[src/rtl/matrix_result_streamer_if.sv]
// matrix_result_streamer_if: byte-stream valid/ready handshake between the streamer and its sink.
interface matrix_result_streamer_if;
  logic [7:0] tx_data;
  logic       tx_valid;
  logic       tx_ready;
  modport master (output tx_data, output tx_valid, input tx_ready);
  modport slave  (input tx_data, input tx_valid, output tx_ready);
endinterface

[src/rtl/matrix_result_streamer.sv]
// matrix_result_streamer: captures the packed multiplier result on a done rise and streams it LSB-byte first.
// Define RESULT_STREAM_CKSUM_EN to append an 8-bit additive checksum byte after the payload.
module matrix_result_streamer #(
  parameter int ELEM_W = 16,
  parameter int N_ELEM = 9
) (
  input  logic                       clk,
  input  logic                       rst_n,
  input  logic                       mult_done,
  input  logic [N_ELEM*ELEM_W-1:0]   result,
  matrix_result_streamer_if.master   tx,
  output logic                       busy,
  output logic                       stream_done,
  output logic                       overrun
);
  localparam int NB = N_ELEM * ELEM_W / 8;
  localparam int IW = $clog2(NB + 1);
  localparam logic [IW-1:0] LAST = IW'(NB - 1);
`ifdef RESULT_STREAM_CKSUM_EN
  typedef enum logic [1:0] {IDLE, SEND, CKSUM} state_e;
  logic [7:0] cks_q, cks_d;
`else
  typedef enum logic [1:0] {IDLE, SEND} state_e;
`endif
  state_e                state_q, state_d;
  logic [IW-1:0]         idx_q, idx_d;
  logic [NB-1:0][7:0]    shadow_q, shadow_d;
  logic                  done_q, ovr_q, ovr_d, sd_q, sd_d;
  logic                  rise, xfer;
  logic [7:0]            cur_byte;
  assign rise     = mult_done && !done_q;
  assign cur_byte = shadow_q[idx_q];
  assign xfer     = tx.tx_valid && tx.tx_ready;
  assign tx.tx_valid = state_q != IDLE;
  assign busy        = state_q != IDLE;
  assign stream_done = sd_q;
  assign overrun     = ovr_q;
`ifdef RESULT_STREAM_CKSUM_EN
  assign tx.tx_data = state_q == CKSUM ? cks_q : state_q == SEND ? cur_byte : 8'h00;
`else
  assign tx.tx_data = state_q == SEND ? cur_byte : 8'h00;
`endif
  always_comb begin
    state_d  = state_q;
    idx_d    = idx_q;
    shadow_d = shadow_q;
    ovr_d    = ovr_q;
    sd_d     = 1'b0;
`ifdef RESULT_STREAM_CKSUM_EN
    cks_d    = cks_q;
`endif
    case (state_q)
      IDLE: if (rise) begin
        shadow_d = result;
        idx_d    = '0;
        ovr_d    = 1'b0;
        state_d  = SEND;
`ifdef RESULT_STREAM_CKSUM_EN
        cks_d    = 8'h00;
`endif
      end
      SEND: if (xfer) begin
        idx_d = idx_q + IW'(1);
`ifdef RESULT_STREAM_CKSUM_EN
        cks_d = cks_q + cur_byte;
        if (idx_q == LAST) state_d = CKSUM;
`else
        if (idx_q == LAST) begin
          state_d = IDLE;
          sd_d    = 1'b1;
        end
`endif
      end
`ifdef RESULT_STREAM_CKSUM_EN
      CKSUM: if (xfer) begin
        state_d = IDLE;
        sd_d    = 1'b1;
      end
`endif
      default: state_d = IDLE;
    endcase
    // A rise that arrives while a stream is in flight, even on its last edge, is dropped and flagged.
    if (rise && state_q != IDLE) ovr_d = 1'b1;
  end
  always_ff @(posedge clk or negedge rst_n) begin
    if (!rst_n) begin
      state_q  <= IDLE;
      idx_q    <= '0;
      shadow_q <= '0;
      done_q   <= 1'b0;
      ovr_q    <= 1'b0;
      sd_q     <= 1'b0;
`ifdef RESULT_STREAM_CKSUM_EN
      cks_q    <= 8'h00;
`endif
    end else begin
      state_q  <= state_d;
      idx_q    <= idx_d;
      shadow_q <= shadow_d;
      done_q   <= mult_done;
      ovr_q    <= ovr_d;
      sd_q     <= sd_d;
`ifdef RESULT_STREAM_CKSUM_EN
      cks_q    <= cks_d;
`endif
    end
  end
endmodule

[src/flat_wrapper.sv]
// flat-port wrapper written by rule: the top's interface ports become plain ports
module matrix_result_streamer_flat 
#(
  parameter int ELEM_W = 16,
  parameter int N_ELEM = 9
)
  (clk, rst_n, mult_done, result, busy, stream_done, overrun, tx_tx_data, tx_tx_valid, tx_tx_ready);
  matrix_result_streamer_if tx_i ();
  input  logic clk;
  input  logic rst_n;
  input  logic mult_done;
  input  logic [N_ELEM*ELEM_W-1:0] result;
  output logic busy;
  output logic stream_done;
  output logic overrun;
  output wire logic [$bits(tx_i.tx_data)-1:0] tx_tx_data;
  output wire logic [$bits(tx_i.tx_valid)-1:0] tx_tx_valid;
  input wire logic [$bits(tx_i.tx_ready)-1:0] tx_tx_ready;
  assign tx_tx_data = tx_i.tx_data;
  assign tx_tx_valid = tx_i.tx_valid;
  assign tx_i.tx_ready = tx_tx_ready;
  matrix_result_streamer #(.ELEM_W(ELEM_W), .N_ELEM(N_ELEM)) u_core (.clk(clk), .rst_n(rst_n), .mult_done(mult_done), .result(result), .tx(tx_i), .busy(busy), .stream_done(stream_done), .overrun(overrun));
endmodule
[config.mk]
export PLATFORM = sky130hd
export DESIGN_NAME = matrix_result_streamer_flat
export DESIGN_NICKNAME = d
export VERILOG_FILES = /design/src/rtl/matrix_result_streamer_if.sv /design/src/rtl/matrix_result_streamer.sv /design/src/flat_wrapper.sv
export SDC_FILE = /design/constraint.sdc
export NUM_CORES = 1
export LEC_CHECK = 0
export CAP_MARGIN = 20
export CORE_MARGIN = 2
export CORE_UTILIZATION = 45
export DETAILED_ROUTE_END_ITERATION = 16
export PLACE_DENSITY = 0.79
export SYNTH_ARGS = -nofsm -noshare
export SYNTH_HDL_FRONTEND = slang
export SYNTH_SLANG_ARGS = --single-unit
[constraint.sdc]
create_clock -name clk -period 2.09 [get_ports clk]
set_clock_uncertainty 0.15 [all_clocks]
set_input_delay 0.418 -clock clk [delete_from_list [all_inputs] [get_ports clk]]
set_output_delay 0.418 -clock clk [all_outputs]
set_load 0.03 [all_outputs]
==> impl_metrics.py <==
metrics = {
    "sta": {
        "tns_ns": -5.21,
        "fin_crit_ns": 2.77,
        "setup_viol": 8,
        "period_share_pct": 133,
        "setup_slack_ns": -0.683,
        "relSlewSlack_pct": 63.9,
        "fmax_mhz": 361,
        "rsz0062_at_grt": "true",
        "hold_viol_final": 0,
        "maxSlewViolCount": 0,
        "tightestPinTransition_ns": 0.542,
        "hold_slack_ns": 0.333,
    },
    "global_route": {
        "use_met3_pct": 3.71,
        "grt_antenna_before_repair": 0,
        "grt_use_met2_pct": 37.7,
        "grt_busiest_layer": "met2",
        "grt_first_pass_wirelength_um": 26900,
        "groute.usage.overall_pct": 21.9,
        "use_met1_pct": 27.6,
        "grt_max_degree": 57,
        "grt_pass1_vias": 4902,
        "grt_remaining_overflow": 0,
    },
    "finish": {
        "multiInputGateArea_um2": 3080,
        "area_delta_synth_final_pct": 44.0,
        "drive_above_1_share_pct": 23.8,
        "finalNetCount": 785,
        "fin_util_pct": 66.0,
        "regArea_um2": 3830,
        "fillerInstances": 1021,
        "antenna_cells": 0,
    },
    "route": {
        "wirelength_um": 16800,
        "vias": 4426,
        "wl_per_cell_um": 20.0,
        "dr.pass1.iters": 4,
        "route.detailed.drc": 0,
        "drtIter0Drc": 237,
        "antenna_left": 0,
        "via_per_inst": 5.29,
    },
    "logic_synthesis": {
        "syn_avg_cell_area_um2": 16.1,
        "synthTopCellsByArea": "dfrtp_1 55%, mux2_1 23%, mux4_2 10%",
        "ys_seq_elements": 153,
        "yosysWarnings": 0,
        "synth_most_common_cell": "dfrtp_1",
        "synth_edf_count": 0,
        "ys_top_cells_by_count": "153 x dfrtp_1, 144 x mux2_1, 31 x mux4_2",
        "synth_area_um2": 6940,
        "synthCells": 432,
        "ys.flop_type": "dfrtp_1",
        "syn-num-nets": 582,
        "synthArstFlopShare_pct": 100,
        "synth_top_area_share_pct": 55.2,
        "synth_top_cell_by_area": "dfrtp_1",
        "yosysSeqAreaShare_pct": 55.2,
        "synth_cell_types": 28,
    },
    "worst_hold_path": {
        "min_path_type": "reg -> reg",
    },
    "placed_design": {
        "dp.final_hpwl_um": 12800,
        "pre_cts_ws_ns": -0.697,
        "port_buffers": 159,
        "gp_congestion": 0.869,
    },
    "floorplanning": {
        "die_area_um2": 16400,
        "io_pins": 160,
        "dieWidth_um": 128,
        "rows": 45,
        "core_area_um2": 15100,
        "die_h_um": 128,
        "start_util_pct": 45.8,
    },
    "clock_network": {
        "root_buffer": "clkbuf_16",
        "cts_tree": "done",
        "cts_sinks": 153,
        "clock_latency_ns": 0.42,
        "numCtsBuffers": 17,
        "cts_max_level": 4,
        "clk_pin_slew_ns": 0.06,
        "cts_max_path_buffers": 2,
    },
    "run_status": {
        "violations": "negative setup slack",
        "status": "finished, violations left",
    },
    "worst_setup_path": {
        "crit_path_end_kind": "output port",
        "critical_path_class": "reg -> out",
        "cp_max_fo": 5,
        "startpoint_type": "flip-flop",
        "required_ns": 1.52,
        "cp.arrival_ns": 2.21,
        "r2r_slack_ns": 0.18,
    },
    "pwr": {
        "total_power_w": 0.0138,
        "max-vdd-ir-drop_mv": 0.976,
        "pwr_density_cell_nw_per_um2": 1380,
        "leakagePower_nw": 4.24,
    },
    "run": {
        "maxCapViolations": 0,
    },
}
[logic make-up (layout without fill, tap and decap cells)]
family / Yosys count / count (layout) / synth area share [%]
fa+ha+maj: 2 / 2 / 0.361
buf+inv: 31 / 247 / 3.16
simple gates: 20 / 20 / 1.51
flops: 153 / 153 / 55.2
xor+xnor: 1 / 1 / 0.126
mux: 201 / 201 / 37.4
compound gates: 24 / 24 / 2.24
[routing by layer]
metal / up-vias / share of wire (%)
li1: 2021 / -
met1: 2261 / 41
met2: 117 / 53
met3: 27 / 3.3
met4: 0 / 2.5
met5: - / 0
[what timing repair did]
item / 4_1_cts / 5_1_grt
setup endpoints to repair: 10 / 8
endpoints found under the hold margin: 53 / 0
hold buffers: 1 / 0
cloned: 1 / 0
resized for setup: 59 / 6
buffers inserted: 5 / 0
pin swaps: 10 / 8
[path summary, 6_finish.rpt]
check	startpoint	end	cells past startpoint
setup / recovery	u_core.idx_q[0]	tx_tx_data[0]	6
hold / removal	u_core.shadow_q[122]	u_core.shadow_q[122]	1
setup reg to reg	u_core.state_q[0]	u_core.shadow_q[11]	5
hold reg to reg	u_core.shadow_q[122]	u_core.shadow_q[122]	1
max in group asynchronous	rst_n	u_core.shadow_q[100]	3
min in group asynchronous	rst_n	u_core.shadow_q[49]	2
[power breakdown]
group	internal (W)	switching, W	leakage (nW)
sequential	0.00427	0.000835	1.89
combinational	0.00308	0.00227	2.07
clock	0.00215	0.00118	0.292
[sequential cells by signal, summed over array words and instances (netlist names)]
name	cells
u_core.done_q	1
u_core.shadow_q	144
u_core.idx_q	5
u_core.overrun	1
u_core.state_q	1
u_core.stream_done	1
[cell usage in the layout (no fill, tap or decap)]
cell / instances
mux2_1: 144
mux2i_2: 12
clkbuf_16: 17
dfrtp_2: 3
inv_2: 1
clkinvlp_4: 6
nand3b_1: 1
nor3b_4: 1
o21ai_4: 8
ha_1: 2
mux2i_4: 4
o31ai_1: 1
buf_6: 11
nor2_1: 5
dlygate4sd2_1: 2
dlygate4sd3_1: 1
mux4_2: 32
a21oi_1: 1
nor2b_1: 2
nand2_1: 5
buf_12: 14
clkdlybuf4s50_1: 148
o21ai_1: 4
or3b_1: 1
o22a_1: 8
xor2_1: 1
bufinv_16: 5
dfrtp_1: 150
nand3_1: 4
mux2i_1: 8
o22ai_1: 2
buf_4: 38
clkbuf_1: 3
nand4_1: 1
clkbuf_8: 1
mux2_2: 1
[per-stage QoR]
step                area (um^2)  instances
CTS                        9990        837
finish                     9990        836
global placement           9200        798
floorplan                  7070        432
detailed placement         9200        798
global route               9990        836
[worst max-delay path, stage by stage, from the launching register on]
cell,delay (ns)
dfrtp_2,0.47
buf_6,0.17
mux4_2,0.51
mux2i_2,0.21
o22a_1,0.22
o21ai_4,0.06
buf_6,0.14
[area by class of cell]
type	instances	share of cell area, %
repair buffers	214	22.0
inverters	1	0.0376
clock buffers	21	4.51
clock inverters	11	1.95
well taps	188	2.35
multi-input cells	248	30.8
flip-flops and latches	153	38.3
(Power assumes the default switching activity.)
==> RTL edit (config.mk and constraints unchanged) <==
One comparison of `idx_q` changes from == to >=.
--- a/src/rtl/matrix_result_streamer.sv
+++ b/src/rtl/matrix_result_streamer.sv
@@ -65,7 +65,7 @@
         cks_d = cks_q + cur_byte;
         if (idx_q == LAST) state_d = CKSUM;
 `else
-        if (idx_q == LAST) begin
+        if (idx_q >= LAST) begin
           state_d = IDLE;
           sd_d    = 1'b1;
         end
Behaviour: same outputs for any inputs over 4 cycles, from zero or initial values and one cycle with rst_n low; that may be too few to reach the edited logic, so the function may still have changed.
==> RTL edit against the original RTL <==
The run still ends with negative setup slack left; global-route usage rose by 0.098 points; sequential cell count is the same; routed wire length increased by 2.8%; sequential power increased by 3%; total power increased by 8.8%; combinational power rose by 24%; setup slack worse by 0.050 ns; non-clock buffer count did not move; cell area shrank 1.7%; area after synthesis is 0.47% higher; register-to-register slack improved by 0.20 ns; maximum frequency down 1.8%; largest cell class unchanged; highest routed layer unchanged.
==> RTL edit: results (changes against the original RTL) <==
Parameter                              Value

Power and ir drop
  Sequential fraction of design power    34.9% (was 37.0%)
  Power of the sequential group    0.00524 W (was 0.00510 W)
  Psw    0.00486 W (was 0.00428 W)

Status
  Run status    finished with violations (unchanged)
  Violated checks    negative setup slack (unchanged)

Finish
  Final standard cell utilization of the core    64.9% (was 66.0%)
  Ratio of cells with drive above 1 in the final layout    41.9% (was 23.8%)
  Fin cells    856 (was 836)
  Clock network contribution to total cell area    6.04% (was 6.46%)
  Number of logic inverters in the finished layout    2 (was 1)
  Footprint of the flip-flops and latches    3830 sq um (about the same)
  Share of final layout cell area taken by non-clock buffers    22.1% (was 22.0%)

STA
  Slew at the pin closest to its max-slew limit    0.457 ns (was 0.542 ns)
  Worst-case hold slack    0.350 ns (was 0.333 ns)
  Total of endpoints with negative setup slack in the final report    8 (unchanged)
  Final critical-path setup slack    -0.733 ns (was -0.683 ns)

Synthesis
  Commonest cells post-synth    dfrtp_1 (153), mux2_2 (151), mux2i_1 (26) (was dfrtp_1 (153), mux2_1 (144), mux4_2 (31))
  Seq/Total Area, Yosys    54.9% (was 55.2%)
  Area contributors post-synth    dfrtp_1 (55%), mux2_2 (24%), mux4_1 (6.8%) (was dfrtp_1 (55%), mux2_1 (23%), mux4_2 (10%))
  Count of cell types in the netlist    31 (was 28)

Global routing
  Global router's overall resource usage    22.0% (was 21.9%)
  Met3 Resource Use GR    6.40% (was 3.71%)
  Maximum number of pins on one net before global-route repair    53 (was 57)
  Vias in the first global route    5,191 (was 4,902)
  Met2 track utilization from global routing    37.2% (was 37.7%)

Placement
  Area post-placement    9060 sq um (was 9200 sq um)
  Placer Congestion    0.830 (was 0.869)
  Pre-CTS setup slack    -0.525 ns (was -0.697 ns)

CTS
  Post-CTS setup repair buffer count    4 (was 5)

Detailed routing
  Pre-antenna DRT Iters    6 (was 4)
  Met1 wire length    7200 microns (was 6880 microns)
  Count of routing violations after the opening detailed-route iteration    258 (was 237)
  Via Count    4,577 (was 4,426)
  Met3 Routed Length    1070 microns (was 559 microns)

Setup path
  Worst reg-to-reg setup slack    0.38 ns (was 0.18 ns)
  R2r endpoint    u_core.shadow_q[29] (was u_core.shadow_q[11])
  Worst Path Max Fanout    11 (was 5)
-- RTL edit: worst max-delay path by stage --
| stage | endpoint | slack, ns | startpoint |
|---|---|---|---|
| finish | tx_tx_data[0] | -0.73 | u_core.idx_q[0] |
| global route | tx_tx_data[5] | -0.81 | u_core.idx_q[0] |
| CTS | tx_tx_data[5] | -0.75 | u_core.idx_q[0] |
| detailed placement | tx_tx_data[7] | -0.53 | u_core.idx_q[0] |
| global placement | tx_tx_data[7] | -0.53 | u_core.idx_q[0] |
| floorplan | tx_tx_data[0] | -0.14 | u_core.idx_q[0] |
-- RTL edit: cell families after synthesis --
kind of cell               Yosys count  share of synthesized area, %
DFF                                153                          54.9
buffers and inverters               32                          2.55
adders and majority gates            2                         0.359
AOI/OAI and AO/OA                   29                          2.82
muxes                              201                          36.8
and+or+nand+nor                     34                          2.26
xor gates and xnor gates             2                         0.251
